--- src/rtl/ins_mem_arbiter.sv ---
// ins_mem_arbiter: round-robin arbiter sharing one single-port instruction memory
// (1-cycle registered read) among N_CORES fetch units.
//
// Ports:
//   clk, rst         clock; synchronous active-high reset
//   req              per-core fetch request, held with pc_addr until granted
//   pc_addr          packed PCs, core i at [i*ADDR_WIDTH +: ADDR_WIDTH]
//   gnt              one-hot combinational grant (address taken this cycle)
//   ins_valid        one-hot registered owner strobe for ins_data
//   ins_data         broadcast read data (mem_instruction passthrough)
//   mem_addr/mem_rEn memory address / read enable
//   mem_instruction  memory read data
//
// Optional feature: define INS_ARB_BURST_EN to let a core keep priority for up to
// MAX_BURST consecutive grants while it keeps requesting.

module ins_mem_arbiter #(
  parameter int unsigned N_CORES    = 4,
  parameter int unsigned ADDR_WIDTH = 8,
  parameter int unsigned INS_WIDTH  = 9,
  parameter int unsigned MAX_BURST  = 4
) (
  input  logic                          clk,
  input  logic                          rst,
  input  logic [N_CORES-1:0]            req,
  input  logic [N_CORES*ADDR_WIDTH-1:0] pc_addr,
  output logic [N_CORES-1:0]            gnt,
  output logic [N_CORES-1:0]            ins_valid,
  output logic [INS_WIDTH-1:0]          ins_data,
  output logic [ADDR_WIDTH-1:0]         mem_addr,
  output logic                          mem_rEn,
  input  logic [INS_WIDTH-1:0]          mem_instruction
);

  localparam int unsigned PTR_W = $clog2(N_CORES);

  if (N_CORES < 2 || MAX_BURST < 1) begin : g_bad_params
    $error("ins_mem_arbiter: N_CORES must be >= 2 and MAX_BURST >= 1");
  end

  logic [PTR_W-1:0]   prio_q, prio_d;
  logic [PTR_W-1:0]   win_idx, win_next, scan_idx;
  logic               win_found;
  logic [N_CORES-1:0] owner_q, owner_d;
  int unsigned        scan_sum;

  // Scan req starting at prio_q, wrapping modulo N_CORES; first hit wins.
  // Reset masks every grant so no read is issued while rst is high.
  always_comb begin
    win_found = 1'b0;
    win_idx   = '0;
    scan_sum  = 0;
    scan_idx  = '0;
    for (int unsigned k = 0; k < N_CORES; k++) begin
      scan_sum = 32'(prio_q) + k;
      if (scan_sum >= N_CORES) scan_sum = scan_sum - N_CORES;
      scan_idx = PTR_W'(scan_sum);
      if (!rst && !win_found && req[scan_idx]) begin
        win_found = 1'b1;
        win_idx   = scan_idx;
      end
    end
  end

  assign win_next = (win_idx == PTR_W'(N_CORES - 1)) ? '0 : win_idx + 1'b1;

  always_comb begin
    gnt = '0;
    for (int unsigned i = 0; i < N_CORES; i++) begin
      gnt[i] = win_found && (win_idx == PTR_W'(i));
    end
  end

  assign mem_rEn  = win_found;
  assign mem_addr = win_found ? pc_addr[32'(win_idx) * ADDR_WIDTH +: ADDR_WIDTH] : '0;

  // Owner follows the grant with one cycle of latency, matching the memory read.
  assign owner_d   = gnt;
  assign ins_valid = owner_q;
  assign ins_data  = mem_instruction;

`ifdef INS_ARB_BURST_EN
  localparam int unsigned CNT_W = (MAX_BURST > 1) ? $clog2(MAX_BURST) : 1;

  logic [CNT_W-1:0] burst_cnt_q, burst_cnt_d, cnt_base;
  logic [PTR_W-1:0] prio_inc;

  assign prio_inc = (prio_q == PTR_W'(N_CORES - 1)) ? '0 : prio_q + 1'b1;

  // burst_cnt always belongs to the core at prio_q; a grant elsewhere starts a new burst.
  always_comb begin
    prio_d      = prio_q;
    burst_cnt_d = burst_cnt_q;
    cnt_base    = (win_idx == prio_q) ? burst_cnt_q : '0;
    if (win_found) begin
      if (32'(cnt_base) < MAX_BURST - 1) begin
        prio_d      = win_idx;
        burst_cnt_d = cnt_base + 1'b1;
      end else begin
        prio_d      = win_next;
        burst_cnt_d = '0;
      end
    end else if (burst_cnt_q != '0 && !req[prio_q]) begin
      // Burst owner dropped its request with nobody else waiting: end the burst.
      prio_d      = prio_inc;
      burst_cnt_d = '0;
    end
  end

  always_ff @(posedge clk) begin
    if (rst) begin
      burst_cnt_q <= '0;
    end else begin
      burst_cnt_q <= burst_cnt_d;
    end
  end
`else
  always_comb begin
    prio_d = win_found ? win_next : prio_q;
  end
`endif

  always_ff @(posedge clk) begin
    if (rst) begin
      prio_q  <= '0;
      owner_q <= '0;
    end else begin
      prio_q  <= prio_d;
      owner_q <= owner_d;
    end
  end

endmodule

--- config.mk ---
export PLATFORM = sky130hd
export DESIGN_NAME = ins_mem_arbiter
export DESIGN_NICKNAME = d
export VERILOG_FILES = /design/src/rtl/ins_mem_arbiter.sv
export SDC_FILE = /design/constraint.sdc
export NUM_CORES = 1
export LEC_CHECK = 0
export ABC_AREA = 0
export CAP_MARGIN = 20
export CORE_ASPECT_RATIO = 0.6
export CORE_MARGIN = 2
export CORE_UTILIZATION = 34
export CTS_CLUSTER_DIAMETER = 100
export DETAILED_ROUTE_END_ITERATION = 10
export PLACE_DENSITY = 0.86
export SLEW_MARGIN = 20
export SYNTH_ARGS = -nofsm -noshare
export SYNTH_HDL_FRONTEND = slang
export SYNTH_SLANG_ARGS = --single-unit
--- constraint.sdc ---
create_clock -name clk -period 4.2 [get_ports clk]
set_clock_uncertainty 0.15 [all_clocks]
set_input_delay 0.63 -clock clk [delete_from_list [all_inputs] [get_ports clk]]
set_output_delay 0.63 -clock clk [all_outputs]
set_load 0.005 [all_outputs]
==> out/metrics.cfg <==
[status]
status=finished clean

[layout]
layout-drive-gt1-share_pct=13.9
n_antenna_cell=0
syn_to_final_growth_pct=74.4
num-nets-final=216
final_cells=196

[die]
io_pins=73
die_w_um=68.6
die_h_um=42.8
start_util_pct=37.7
core_area_um2=2260
dieArea_um2=2940
num_rows=13

[logic_synthesis]
netlist_top_cells_count=nand2_1 (12), nor2_1 (10), buf_4 (9), mux2i_1 (9)
ys_warn_count=0
yosysTopAreaCell=dfxtp_1
synth_nets=164
yosysSeqAreaShare_pct=14.1
yosys-top-cells-area=dfxtp_1 (14%), mux2i_1 (11%), o221ai_1 (8.2%)
synth_flop_cell=dfxtp_1
synth_area_per_cell_um2=7.35
yosys.cell_count.top_type=nand2_1
synthCells=116
async_reset_ff_share_pct=0
yosysTopAreaCellShare_pct=14.1
synth.distinct_cells=35
synth_enable_flop_cells=0
syn_area_um2=852
ys_ff_latch=6

[setup_path]
critPathMaxFanout=15
start_kind=input port
cp-end-kind=output pin
timing.rr.start=prio_q[0]
crit_type=input port to output pin
crit_path_frequent_cell=clkdlybuf4s50_1
worst_ep_arrival_time_ns=3.32
slowest_stage=clkdlybuf4s50_1
worstPathRequired_ns=3.42
reg2reg_slack_ns=1.53
reg2reg_to=prio_q[1]
cpPeakStageDelay_ns=0.58
crit_chain=clkdlybuf4s50_1 > and3b_1 > o21ai_1 > nand2_1 > a2111oi_2 > o31ai_4 > buf_12 > mux2i_2 > o221ai_1 > clkdlybuf4s50_1
ff2ff_path_depth=11

[min_path]
hold_depth=2
holdPathEnd=prio_q[1]
min_from=prio_q[1]
hold_class=flop to flop

[placed_design]
placed_cells=192
dp_hpwl_mm=2.37
pre_cts_ws_ns=0.0542
gp_congestion=0.907
numPortBuffers=54

[route]
drt-total-wl_mm=3.05
vias_per_cell=5.36
drt-pass1-iter-count=4
vias=1050
dr_wl_met3_um=143
detail_route.wl_per_cell_um=15.6
routed-wl-met2_mm=1.52
drc=0
top_layer=met4
ant_nets=0
drt_iter0_drc=48
drt-met1-wl_mm=1.30

[pwr]
vdd_drop_max_mv=0.229
finalPower_uw=682
p_per_area_nw_per_um2=459
power_leakage_uw=0.000623

[clock_network]
cts_tree=built
clockBufferDepth=2
cts_root_buffer=clkbuf_8
htreeDepth=1
cts_hold_buf=0
clk_latency_ns=0.21
clock-sinks=6
cts-buffers-inserted=3
path_clk_slew_ns=0.03

[global_route]
grt_max_degree=30
grt_use_total_pct=19.2
grt_first_pass_wirelength_mm=4.37
gr-total-overflow=0
grt_pass1_vias=979
antenna_found_initial=0

[timing]
slew_headroom_pct=71.0
fmax_mhz=244
hold-worst-slack_ns=0.512
setup_slack_ns=0.105
tightest_slew_ns=0.432
report.final.slew_viol_count=0
period_minus_slack_ns=4.10
period_share_pct=97.5
setup_violations=0
hold_viol=0

[job]
maxCapViolCount=0

==> what timing repair did <==
item / CTS / global route
buffers inserted: 0 / 0
endpoints found under the setup margin: 0 / 9
resized for setup: 0 / 5
==> stage by stage <==
stage / area, µm² / util [%] / setup TNS, ns
2_1_floorplan: 852 / - / 0
3_3_place_gp: 1400 / 62.0 / 0
3_5_place_dp: 1400 / 62.0 / 0
4_1_cts: 1440 / 63.8 / 0
5_1_grt: 1490 / 65.7 / -0.00736
6_report: 1490 / 65.7 / 0
==> logic make-up (layout without fill, tap and decap cells) <==
kind of cell    after synthesis  after routing  synth area share [%]
flops                         6              6                  14.1
mux                          11             11                  13.2
simple gates                 48             48                  28.9
fa+ha+maj                     1              1                  1.47
buf+inv                      25             75                  18.2
compound gates               25             25                  24.1
==> state kept, by name, indices dropped and copies added (netlist names) <==
name,flops
ins_valid,4
prio_q,2
==> layer usage <==
layer  vias to the layer above  GRT usage [%]
met5                         -              0
met4                         0           9.60
met3                        14           2.12
met2                        30           31.7
met1                       491           24.3
li1                        515              -
==> power breakdown <==
part           switching, µW  total [µW]  internal, µW
registers               17.7        92.7          75.0
logic                    210         506           296
clock network           21.8        83.2          61.3
total                    250         682           432
==> worst max path at each step <==
stage          startpoint          end  slack [ns]  cells past startpoint
2_1_floorplan         rst       gnt[3]        1.03                     11
3_3_place_gp       req[2]  mem_addr[7]        0.18                     10
3_5_place_dp       req[2]  mem_addr[1]        0.05                     10
4_1_cts            req[2]  mem_addr[1]        0.05                     10
5_1_grt            req[3]       gnt[3]      -0.007                     11
6_report           req[1]  mem_addr[1]        0.10                     10
==> cell usage in the layout, fill, tap and decap left out, types with 2 or more instances in the layout <==
cell type	n
and3b_1	2
buf_4	10
clkdlybuf4s50_1	52
and2_1	2
dlymetal6s2s_1	2
dfxtp_1	6
nor2b_1	5
inv_1	5
a211o_1	2
nor2_1	10
nand3_1	8
o21ai_0	3
mux2i_1	8
o221ai_1	8
nor3b_2	2
a21oi_1	2
nand2_1	12
clkbuf_8	3
or3_1	2
nor3b_1	3
==> area by class of cell <==
cell class / count / area (µm²)
fill: 185 / 774
timing repair buffer: 66 / 666
multi-input combinational: 85 / 599
sequential: 6 / 120
clock buffer: 3 / 41.3
tap: 30 / 37.5
inverter: 6 / 22.5
==> critical path: cells and delay by family <==
family	cells	cell delay (ns)
mux	1	0.15
buf+inv	3	1.29
simple gates	2	0.32
compound gates	4	0.91
Power figures use the tool's default switching activity.
